$ cat src/rtl/spi_pkg.sv
// Types and constants shared by the SPI read and write masters on the ADC config bus.
package spi_pkg;

    localparam int HALF_PERIOD_DEF = 4;

    typedef enum logic [2:0] {
        IDLE,
        CMD_LOW,
        CMD_HIGH,
        DAT_LOW,
        DAT_HIGH,
        FINISH
    } state_e;

    function automatic int max_int(input int a, input int b);
        return (a > b) ? a : b;
    endfunction

endpackage

$ cat src/rtl/spi_read_if.sv
// Register-block side of the SPI read master: start request, instruction, readback and status.
interface spi_read_if #(
    parameter int INSTR_WIDTH = 8,
    parameter int DATA_WIDTH  = 8
);
    logic                   en;
    logic [INSTR_WIDTH-1:0] instr;
    logic [DATA_WIDTH-1:0]  rd_data;
    logic                   busy;
    logic                   done;

    modport master (output en, instr, input rd_data, busy, done);
    modport slave  (input en, instr, output rd_data, busy, done);
endinterface

$ cat src/rtl/sync_2ff.sv
// Two-flop synchroniser for a single asynchronous input bit, reset value 0.
module sync_2ff (
    input  logic aclk,
    input  logic aresetn,
    input  logic d,
    output logic q
);
    logic meta;

    always_ff @(posedge aclk) begin
        if (!aresetn) begin
            meta <= 1'b0;
            q    <= 1'b0;
        end else begin
            meta <= d;
            q    <= meta;
        end
    end
endmodule

$ cat src/rtl/spi_read.sv
// 3-wire SPI read master (mode 3): shifts an instruction out on sdio, turns the line
// around on the falling edge after the last command bit, then samples the readback word.
module spi_read
    import spi_pkg::*;
#(
    parameter int INSTR_WIDTH = 8,
    parameter int DATA_WIDTH  = 8,
    parameter int HALF_PERIOD = HALF_PERIOD_DEF
) (
    input  logic       aclk,
    input  logic       aresetn,
    spi_read_if.slave  cfg,
    output logic       n_cs,
    output logic       sclk,
    output logic       sdio_o,
    output logic       sdio_t,
    input  logic       sdio_i
);
    localparam int PW = (HALF_PERIOD > 1) ? $clog2(HALF_PERIOD) : 1;
    localparam int BW = (max_int(INSTR_WIDTH, DATA_WIDTH) > 1) ?
                        $clog2(max_int(INSTR_WIDTH, DATA_WIDTH)) : 1;
    localparam logic [PW-1:0] P_LAST = PW'(HALF_PERIOD - 1);
    localparam logic [BW-1:0] I_LAST = BW'(INSTR_WIDTH - 1);
    localparam logic [BW-1:0] D_LAST = BW'(DATA_WIDTH - 1);

    state_e                 state_q, state_d;
    logic [PW-1:0]          pcnt_q, pcnt_d;
    logic [BW-1:0]          bcnt_q, bcnt_d;
    logic [INSTR_WIDTH-1:0] isr_q, isr_d;
    logic [DATA_WIDTH-1:0]  dsr_q, dsr_d;
    logic [DATA_WIDTH-1:0]  rd_data_q, rd_data_d;
    logic n_cs_q, n_cs_d, sclk_q, sclk_d, sdio_o_q, sdio_o_d, sdio_t_q, sdio_t_d;
    logic busy_q, busy_d, done_q, done_d;
    logic sdi_s;

    sync_2ff u_sync (
        .aclk    (aclk),
        .aresetn (aresetn),
        .d       (sdio_i),
        .q       (sdi_s)
    );

    wire p_last = (pcnt_q == P_LAST);

    always_comb begin
        state_d   = state_q;
        pcnt_d    = pcnt_q;
        bcnt_d    = bcnt_q;
        isr_d     = isr_q;
        dsr_d     = dsr_q;
        rd_data_d = rd_data_q;
        n_cs_d    = n_cs_q;
        sclk_d    = sclk_q;
        sdio_o_d  = sdio_o_q;
        sdio_t_d  = sdio_t_q;
        busy_d    = busy_q;
        done_d    = 1'b0;
        // Every timed state runs HALF_PERIOD cycles; the counter restarts on each transition.
        if (state_q != IDLE) pcnt_d = p_last ? '0 : pcnt_q + PW'(1);
        case (state_q)
            IDLE: begin
                if (cfg.en) begin
                    isr_d    = cfg.instr;
                    dsr_d    = '0;
                    pcnt_d   = '0;
                    bcnt_d   = '0;
                    n_cs_d   = 1'b0;
                    sclk_d   = 1'b0;
                    sdio_o_d = cfg.instr[INSTR_WIDTH-1];
                    sdio_t_d = 1'b0;
                    busy_d   = 1'b1;
                    state_d  = CMD_LOW;
                end
            end
            CMD_LOW: if (p_last) begin
                sclk_d  = 1'b1;
                state_d = CMD_HIGH;
            end
            CMD_HIGH: if (p_last) begin
                sclk_d = 1'b0;
                if (bcnt_q == I_LAST) begin
                    // Release sdio on this falling edge; the ADC drives its first bit now.
                    sdio_t_d = 1'b1;
                    sdio_o_d = 1'b1;
                    bcnt_d   = '0;
                    state_d  = DAT_LOW;
                end else begin
                    sdio_o_d = isr_q[INSTR_WIDTH-2];
                    isr_d    = isr_q << 1;
                    bcnt_d   = bcnt_q + BW'(1);
                    state_d  = CMD_LOW;
                end
            end
            DAT_LOW: if (p_last) begin
                sclk_d  = 1'b1;
                state_d = DAT_HIGH;
            end
            DAT_HIGH: if (p_last) begin
                dsr_d = {dsr_q[DATA_WIDTH-2:0], sdi_s};
                if (bcnt_q == D_LAST) begin
                    bcnt_d  = '0;
                    state_d = FINISH;
                end else begin
                    sclk_d  = 1'b0;
                    bcnt_d  = bcnt_q + BW'(1);
                    state_d = DAT_LOW;
                end
            end
            FINISH: if (p_last) begin
                n_cs_d    = 1'b1;
                sdio_t_d  = 1'b0;
                sdio_o_d  = 1'b1;
                busy_d    = 1'b0;
                rd_data_d = dsr_q;
                done_d    = 1'b1;
                state_d   = IDLE;
            end
            default: begin
                state_d   = IDLE;
                pcnt_d    = '0;
                bcnt_d    = '0;
                isr_d     = '0;
                dsr_d     = '0;
                rd_data_d = '0;
                n_cs_d    = 1'b1;
                sclk_d    = 1'b1;
                sdio_o_d  = 1'b1;
                sdio_t_d  = 1'b0;
                busy_d    = 1'b0;
            end
        endcase
    end

    always_ff @(posedge aclk) begin
        if (!aresetn) begin
            state_q   <= IDLE;
            pcnt_q    <= '0;
            bcnt_q    <= '0;
            isr_q     <= '0;
            dsr_q     <= '0;
            rd_data_q <= '0;
            n_cs_q    <= 1'b1;
            sclk_q    <= 1'b1;
            sdio_o_q  <= 1'b1;
            sdio_t_q  <= 1'b0;
            busy_q    <= 1'b0;
            done_q    <= 1'b0;
        end else begin
            state_q   <= state_d;
            pcnt_q    <= pcnt_d;
            bcnt_q    <= bcnt_d;
            isr_q     <= isr_d;
            dsr_q     <= dsr_d;
            rd_data_q <= rd_data_d;
            n_cs_q    <= n_cs_d;
            sclk_q    <= sclk_d;
            sdio_o_q  <= sdio_o_d;
            sdio_t_q  <= sdio_t_d;
            busy_q    <= busy_d;
            done_q    <= done_d;
        end
    end

    assign n_cs        = n_cs_q;
    assign sclk        = sclk_q;
    assign sdio_o      = sdio_o_q;
    assign sdio_t      = sdio_t_q;
    assign cfg.rd_data = rd_data_q;
    assign cfg.busy    = busy_q;
    assign cfg.done    = done_q;
endmodule

$ cat src/flat_wrapper.sv
// flat-port wrapper written by rule: the top's interface ports become plain ports
module spi_read_flat import spi_pkg::*;
#(
    parameter int INSTR_WIDTH = 8,
    parameter int DATA_WIDTH  = 8,
    parameter int HALF_PERIOD = HALF_PERIOD_DEF
)
  (aclk, aresetn, n_cs, sclk, sdio_o, sdio_t, sdio_i, cfg_en, cfg_instr, cfg_rd_data, cfg_busy, cfg_done);
  spi_read_if #(.INSTR_WIDTH(INSTR_WIDTH), .DATA_WIDTH(DATA_WIDTH)) cfg_i ();
  input  logic aclk;
  input  logic aresetn;
  output logic n_cs;
  output logic sclk;
  output logic sdio_o;
  output logic sdio_t;
  input  logic sdio_i;
  input wire logic [$bits(cfg_i.en)-1:0] cfg_en;
  input wire logic [$bits(cfg_i.instr)-1:0] cfg_instr;
  output wire logic [$bits(cfg_i.rd_data)-1:0] cfg_rd_data;
  output wire logic [$bits(cfg_i.busy)-1:0] cfg_busy;
  output wire logic [$bits(cfg_i.done)-1:0] cfg_done;
  assign cfg_i.en = cfg_en;
  assign cfg_i.instr = cfg_instr;
  assign cfg_rd_data = cfg_i.rd_data;
  assign cfg_busy = cfg_i.busy;
  assign cfg_done = cfg_i.done;
  spi_read #(.INSTR_WIDTH(INSTR_WIDTH), .DATA_WIDTH(DATA_WIDTH), .HALF_PERIOD(HALF_PERIOD)) u_core (.aclk(aclk), .aresetn(aresetn), .cfg(cfg_i), .n_cs(n_cs), .sclk(sclk), .sdio_o(sdio_o), .sdio_t(sdio_t), .sdio_i(sdio_i));
endmodule
$ cat config.mk
export PLATFORM = sky130hd
export DESIGN_NAME = spi_read_flat
export DESIGN_NICKNAME = d
export VERILOG_FILES = /design/src/rtl/spi_pkg.sv /design/src/rtl/spi_read_if.sv /design/src/rtl/sync_2ff.sv /design/src/rtl/spi_read.sv /design/src/flat_wrapper.sv
export SDC_FILE = /design/constraint.sdc
export NUM_CORES = 1
export LEC_CHECK = 0
export ABC_CLOCK_PERIOD_IN_PS = 1740
export CELL_PAD_IN_SITES_DETAIL_PLACEMENT = 0
export CELL_PAD_IN_SITES_GLOBAL_PLACEMENT = 1
export CORE_MARGIN = 5
export CORE_UTILIZATION = 25
export DETAILED_ROUTE_END_ITERATION = 6
export GPL_TIMING_DRIVEN = 0
export HOLD_SLACK_MARGIN = 0.15
export PLACE_DENSITY = 0.53
export SYNTH_ARGS = -nofsm -noshare
export SYNTH_HDL_FRONTEND = slang
export SYNTH_SLANG_ARGS = --single-unit
$ cat constraint.sdc
create_clock -name aclk -period 1.74 [get_ports aclk]
set_clock_uncertainty 0.1 [all_clocks]
set_input_delay 0.348 -clock aclk [delete_from_list [all_inputs] [get_ports aclk]]
set_output_delay 0.348 -clock aclk [all_outputs]
set_load 0.1 [all_outputs]
==> summary.txt, run 1 <==
HPWL Detailed -> 3120 um
routed len/inst -> 13.4 um
Critical Path Start -> u_core.bcnt_q[0]$_SDFFE_PN0P_
I/O pin total -> 26
most common cell after layout, fill and taps aside -> dfxtp_1
largest net degree at the start of global routing -> 13
drt total wl -> 4440 um
R2R setup slack -> 50 ps
DP Area -> 2140 um2
Hold Crit Depth -> 1
Mapped Avg Cell Area -> 9.03 um2
Row Count -> 30
Seq pwr share -> 0.522
Fin. Hold Viols -> 0
final instance area -> 2390 um2
Int Power -> 1.30 mW
Syn Inst Count -> 197
share of cells above drive strength 1 -> 0.275
Setup crit start kind -> register
# port buffers -> 24
Layout area overhead -> 34.6%
number of fill cells -> 729
Vias/cell -> 4.53
Worst IR Drop VDD -> 0.296 mV
clk root buf -> clkbuf_8
Final min period -> 1690 ps
clock share of power -> 0.341
Worst Hold End -> u_core.u_sync.q$_SDFF_PN0_
die height -> 94.3 um
Via Count -> 1,503
DRC viols -> 0
fraction of registers with async set/reset -> 0
initial antenna violation count -> 0
Pre-Repair DR Iteration Count -> 4
Inserted Diodes -> 0
CTS Hold Buffers Added -> 0
global-route wire length before repair -> 7510 um
Starting Density -> 0.259
gr usage total -> 0.109
Synthesis Warnings -> 0
mapped cell area -> 1780 um2
hold path startpoint -> u_core.u_sync.meta$_SDFF_PN0_
kind of critical path -> register to register
DP Worst Slack -> -376 ps
full die area -> 8900 um2
placer congestion estimate -> 0.752
crit path DAT -> 1770 ps
clock sinks -> 39
Psw -> 480 uW
setup violators final -> 0
Hold Crit Class -> register to register
combinational share of power -> 0.137
run status -> complete, no violations
R2R cell count -> 7
nets -> 250
deepest clock path buffer count -> 2
PD cells -> 742 nW/um2
vias in the first global route -> 1,522
CTS tree -> done
Critical Path RT -> 1820 ps
unique cell type count in the Yosys netlist -> 37
Reg clk slew, reported paths -> 80 ps
measured slew at the worst slew-check pin -> 546 ps
Pleak -> 0.886 nW
Sw Share -> 0.270
sequential-to-total area share from yosys stat -> 0.439
most frequent cells in the layout -> dfxtp_1 (35), nand2_1 (25), nand3_1 (16), o21ai_0 (14), clkdlybuf4s15_2 (14)
core area -> 6870 um2
Mapped Nets -> 212
Iter 0 DRT Violations -> 48
chip width -> 94.3 um
FF-to-FF Start -> u_core.bcnt_q[0]$_SDFFE_PN0P_
CTS H-tree lvls -> 2
maximum clock rate -> 0.593 GHz
Synth Register Bits -> 39
Post-DRT Antenna Nets -> 0
worst reg2reg path endpoint -> u_core.isr_q[1]$_SDFFE_PN0P_
crit end category -> register
total congestion overflow -> 0
latest clock arrival within the worst-skew pair -> 290 ps
Setup WS post-layout -> 54.1 ps
Max transition margin -> 0.638
ys flop type -> dfxtp_1
Final Slew Violations -> 0
critical path peak fanout -> 5
period utilisation layout -> 0.969
TritonCTS Buffers -> 5
total power draw -> 1.78 mW
MaxCap Viol Count -> 0
number of enable flip-flop cells after synthesis -> 0
Hold Slack -> 338 ps
==> layer usage <==
| layer | part of all wire | vias up | track usage |
|---|---|---|---|
| li1 | - | 770 | - |
| met1 | 0.50 | 711 | 0.148 |
| met2 | 0.47 | 20 | 0.171 |
| met3 | 0.028 | 2 | 0.0367 |
| met4 | 0.0045 | 0 | 0.0181 |
| met5 | 0 | - | 0 |
==> worst max-delay path by stage <==
| stage | to | slack, ps | cells past startpoint |
|---|---|---|---|
| finish | u_core.isr_q[1]$_SDFFE_PN0P_ | 50 | 7 |
| global route | u_core.isr_q[1]$_SDFFE_PN0P_ | -6 | 7 |
| CTS | u_core.isr_q[4]$_SDFFE_PN0P_ | 3 | 7 |
| detailed placement | u_core.dsr_q[7]$_SDFFE_PN0P_ | -380 | 6 |
| global placement | u_core.dsr_q[7]$_SDFFE_PN0P_ | -410 | 6 |
| floorplan | u_core.isr_q[1]$_SDFFE_PN0P_ | 90 | 7 |
==> area by class of cell <==
type / count / area [um2] / share of cell area
clock buffer: 6 / 72.6 / 0.0303
inverter: 6 / 22.5 / 0.00941
buffer: 13 / 90.1 / 0.0376
clock inverter: 2 / 12.5 / 0.00523
timing repair buffer: 32 / 338 / 0.141
multi-input combinational: 138 / 952 / 0.398
tap: 96 / 120 / 0.0502
sequential: 39 / 786 / 0.328
==> power by group through the flow <==
| stage | combinational, mW | sequential (mW) | clock, mW |
|---|---|---|---|
| after floorplan | 0.103 | 0.997 | 0 |
| after global placement | 0.222 | 0.948 | 0 |
| after detailed placement | 0.221 | 0.948 | 0 |
| after CTS | 0.227 | 0.927 | 0.638 |
| after global routing | 0.265 | 0.931 | 0.678 |
| final | 0.243 | 0.927 | 0.607 |
==> worst max-delay path: stages, from the launching register on <==
cell and delay (ps):
dfxtp_2 360, ha_4 140, ha_4 140, nor2b_2 50
a311o_2 470, clkbuf_16 190, nand3_1 60, o21ai_0 70
==> synth_stat cells (4+ instances only) <==
master | instances | share of area
dfxtp_1 | 39 | 0.44
nand2_1 | 25 | 0.053
nand3_1 | 16 | 0.045
o21ai_0 | 14 | 0.039
nor2b_1 | 9 | 0.032
a21oi_1 | 8 | 0.023
a22o_1 | 7 | 0.034
and2_1 | 7 | 0.025
clkbuf_1 | 6 | 0.013
inv_1 | 6 | 0.013
mux2_2 | 6 | 0.038
mux2i_1 | 5 | 0.028
nor2_1 | 5 | 0.011
o21ai_2 | 5 | 0.025
buf_2 | 4 | 0.011
nor3_1 | 4 | 0.011
==> logic make-up (layout without fill, tap and decap cells) <==
family	Yosys count	in the layout	share of synthesized area
AO/OA/AOI/OAI	48	48	0.181
adder cells (fa/ha/maj)	3	3	0.0211
buffers and inverters	20	59	0.0598
flip-flops	39	39	0.439
multiplexers	12	12	0.0746
AND/OR/NAND/NOR	75	75	0.224
==> timing repair <==
| item | in CTS | in global routing |
|---|---|---|
| endpoints found under the setup margin | 35 | 22 |
| setup buffers | 3 | 4 |
| gates cloned | 0 | 1 |
| pin swaps | 1 | 3 |
| resized for setup | 45 | 19 |
==> flip-flops by register name, summed over array words and instances (netlist names) <==
name and flops:
u_core.cfg.done 1, u_core.cfg.busy 1, u_core.n_cs 1, u_core.bcnt_q 3, u_core.state_q 3, u_core.sdio_t 1, u_core.cfg.rd_data 8, u_core.sdio_o 1
u_core.sclk 1, u_core.dsr_q 8, u_core.isr_q 7, u_core.u_sync.q 1, u_core.pcnt_q 2, u_core.u_sync.meta 1
==> per-stage QoR <==
stage / setup TNS, ps / std cells / util
floorplan: 0 / 197 / -
global placement: -9690 / 317 / 0.311
detailed placement: -9050 / 317 / 0.311
CTS: 0 / 327 / 0.331
global route: -5.60 / 332 / 0.348
finish: 0 / 332 / 0.348
Power figures use the tool's default switching activity.
==> run 2, diff against run 1 <==
--- a/config.mk
+++ b/config.mk
@@ -6,14 +6,14 @@
 export NUM_CORES = 1
 export LEC_CHECK = 0
 export ABC_CLOCK_PERIOD_IN_PS = 1740
-export CELL_PAD_IN_SITES_DETAIL_PLACEMENT = 0
-export CELL_PAD_IN_SITES_GLOBAL_PLACEMENT = 1
+export CAP_MARGIN = 20
 export CORE_MARGIN = 5
 export CORE_UTILIZATION = 25
 export DETAILED_ROUTE_END_ITERATION = 6
 export GPL_TIMING_DRIVEN = 0
 export HOLD_SLACK_MARGIN = 0.15
-export PLACE_DENSITY = 0.53
+export PLACE_DENSITY = 0.42
+export RECOVER_POWER = 25
 export SYNTH_ARGS = -nofsm -noshare
 export SYNTH_HDL_FRONTEND = slang
 export SYNTH_SLANG_ARGS = --single-unit
==> run 2 against run 1 <==
Sequential power about the same. Highest routed layer unchanged. Combinational power down 5%. Largest power group unchanged. Critical endpoint is now u_core.sdio_o$_SDFFE_PN1P_. Routed wire length down 4.5%. Setup slack better by 19 ps. Global-route usage fell by 0.52 points.
==> summary.txt, run 2 (same netlist as run 1, synthesis figures left out) <==
PD cells -> 815 nW/um2
core area -> 6870 um2
Fin. Hold Viols -> 0
I/O pin total -> 26
CTS H-tree lvls -> 2
vias in the first global route -> 1,474
placer congestion estimate -> 0.759
Via Count -> 1,510
Worst IR Drop VDD -> 0.329 mV
fin cells -> 328
Iter 0 DRT Violations -> 65
measured slew at the worst slew-check pin -> 553 ps
global-route wire length before repair -> 7290 um
Placed Instances -> 317
share of cells above drive strength 1 -> 0.259
Max transition margin -> 0.633
maximum clock rate -> 0.600 GHz
Inserted Diodes -> 0
critical path peak fanout -> 5
Critical-path top delay cell -> dfxtp_1
chip width -> 94.3 um
Post-DRT Antenna Nets -> 0
deepest clock path buffer count -> 2
GR Util met1 -> 0.141
GR Util met2 -> 0.164
nets -> 246
most frequent cells in the layout -> dfxtp_1 (37), nand2_1 (25), nand3_1 (16), clkdlybuf4s15_2 (14), o21ai_0 (12)
die height -> 94.3 um
TritonCTS Buffers -> 5
HPWL Detailed -> 3080 um
most common cell after layout, fill and taps aside -> dfxtp_1
M3 GR Usage -> 0.0287
setup violators final -> 0
largest net degree at the start of global routing -> 14
gr usage total -> 0.104
Hold Slack -> 354 ps
Vias/cell -> 4.60
fin util -> 0.343
MaxCap Viol Count -> 0
Pre-Repair DR Iteration Count -> 4
total power draw -> 1.92 mW
full die area -> 8900 um2
Starting Density -> 0.259
drt total wl -> 4240 um
Setup crit start kind -> register
DP Worst Slack -> -398 ps
Final min period -> 1670 ps
Pleak -> 0.880 nW
latest clock arrival within the worst-skew pair -> 290 ps
DRC viols -> 0
crit path DAT -> 1750 ps
Hold Crit Class -> register to register
Row Count -> 30
kind of critical path -> register to register
period utilisation layout -> 0.958
CP cell instances -> ha_1 -> and2_1 -> o21ai_2 -> and2_4 -> mux2_4
initial antenna violation count -> 0
total congestion overflow -> 0
RSZ-0062 raised after global routing -> true
GRT busiest layer -> met2
routed len/inst -> 12.9 um
Final Slew Violations -> 0
clock sinks -> 39
run status -> complete, no violations
Critical Path RT -> 1820 ps
slowest stage delay, CP -> 330 ps
Setup WS post-layout -> 73.0 ps
# port buffers -> 24
CTS tree -> done
Reg clk slew, reported paths -> 80 ps
clk root buf -> clkbuf_8
Layout area overhead -> 32.6%
crit end category -> register
run 2: changes by cell type in the layout (fill, tap and decap cells not counted), moves of 2 or more:
cell,previous run,this run
buf_4,8,4
buf_6,2,4
dfxtp_1,35,37
dfxtp_2,4,2
ha_1,0,2
o21ai_0,14,12
o21ai_2,4,6
run 2: final cells by class:
type / instances / area (um2)
buffer: 13 / 90.1
clock inverter: 3 / 43.8
inverter: 6 / 22.5
multi-input combinational: 138 / 938
sequential: 39 / 783
fill: 729 / 4510
tap: 96 / 120
timing repair buffer: 28 / 290
clock buffer: 5 / 68.8
run 2: worst paths after layout:
check	start	endpoint	slack, ps	cells past startpoint
max reg2reg	u_core.pcnt_q[0]$_SDFF_PN0_	u_core.sdio_o$_SDFFE_PN1P_	70	5
min	u_core.u_sync.meta$_SDFF_PN0_	u_core.u_sync.q$_SDFF_PN0_	350	1
min reg2reg	u_core.u_sync.meta$_SDFF_PN0_	u_core.u_sync.q$_SDFF_PN0_	350	1
max	u_core.pcnt_q[0]$_SDFF_PN0_	u_core.sdio_o$_SDFFE_PN1P_	70	5
run 2: power by group:
part | internal [mW] | leakage [nW] | switching [mW]
clock | 0.427 | 0.0581 | 0.337
sequential | 0.915 | 0.317 | 0.0128
combinational | 0.0909 | 0.505 | 0.139
run 2: routing by layer:
metal  wire [um]  part of all wire  vias up
li1            -                 -      766
met1        2100              0.49      705
met2        1920              0.45       34
met3         189             0.045        5
met4          31            0.0073        0
met5           0                 0        -
run 2: critical path: cells and delay by family (launching register included):
kind,cells,cell delay [ps]
simple gates,2,410
fa+ha+maj,1,220
flops,1,330
mux,1,290
compound gates,1,210
run 2: per-stage QoR:
| stage | cell area, um2 | setup TNS, ps |
|---|---|---|
| after floorplan | 1780 | 0 |
| after global placement | 2140 | -9970 |
| after detailed placement | 2140 | -9150 |
| after CTS | 2300 | 0 |
| after global routing | 2360 | -24.5 |
| final | 2360 | 0 |
run 2: timing repair:
item	CTS	global route
setup endpoints to repair	39	24
hold buffers	0	0
pin swaps	1	1
resized for setup	46	16
setup buffers	2	2
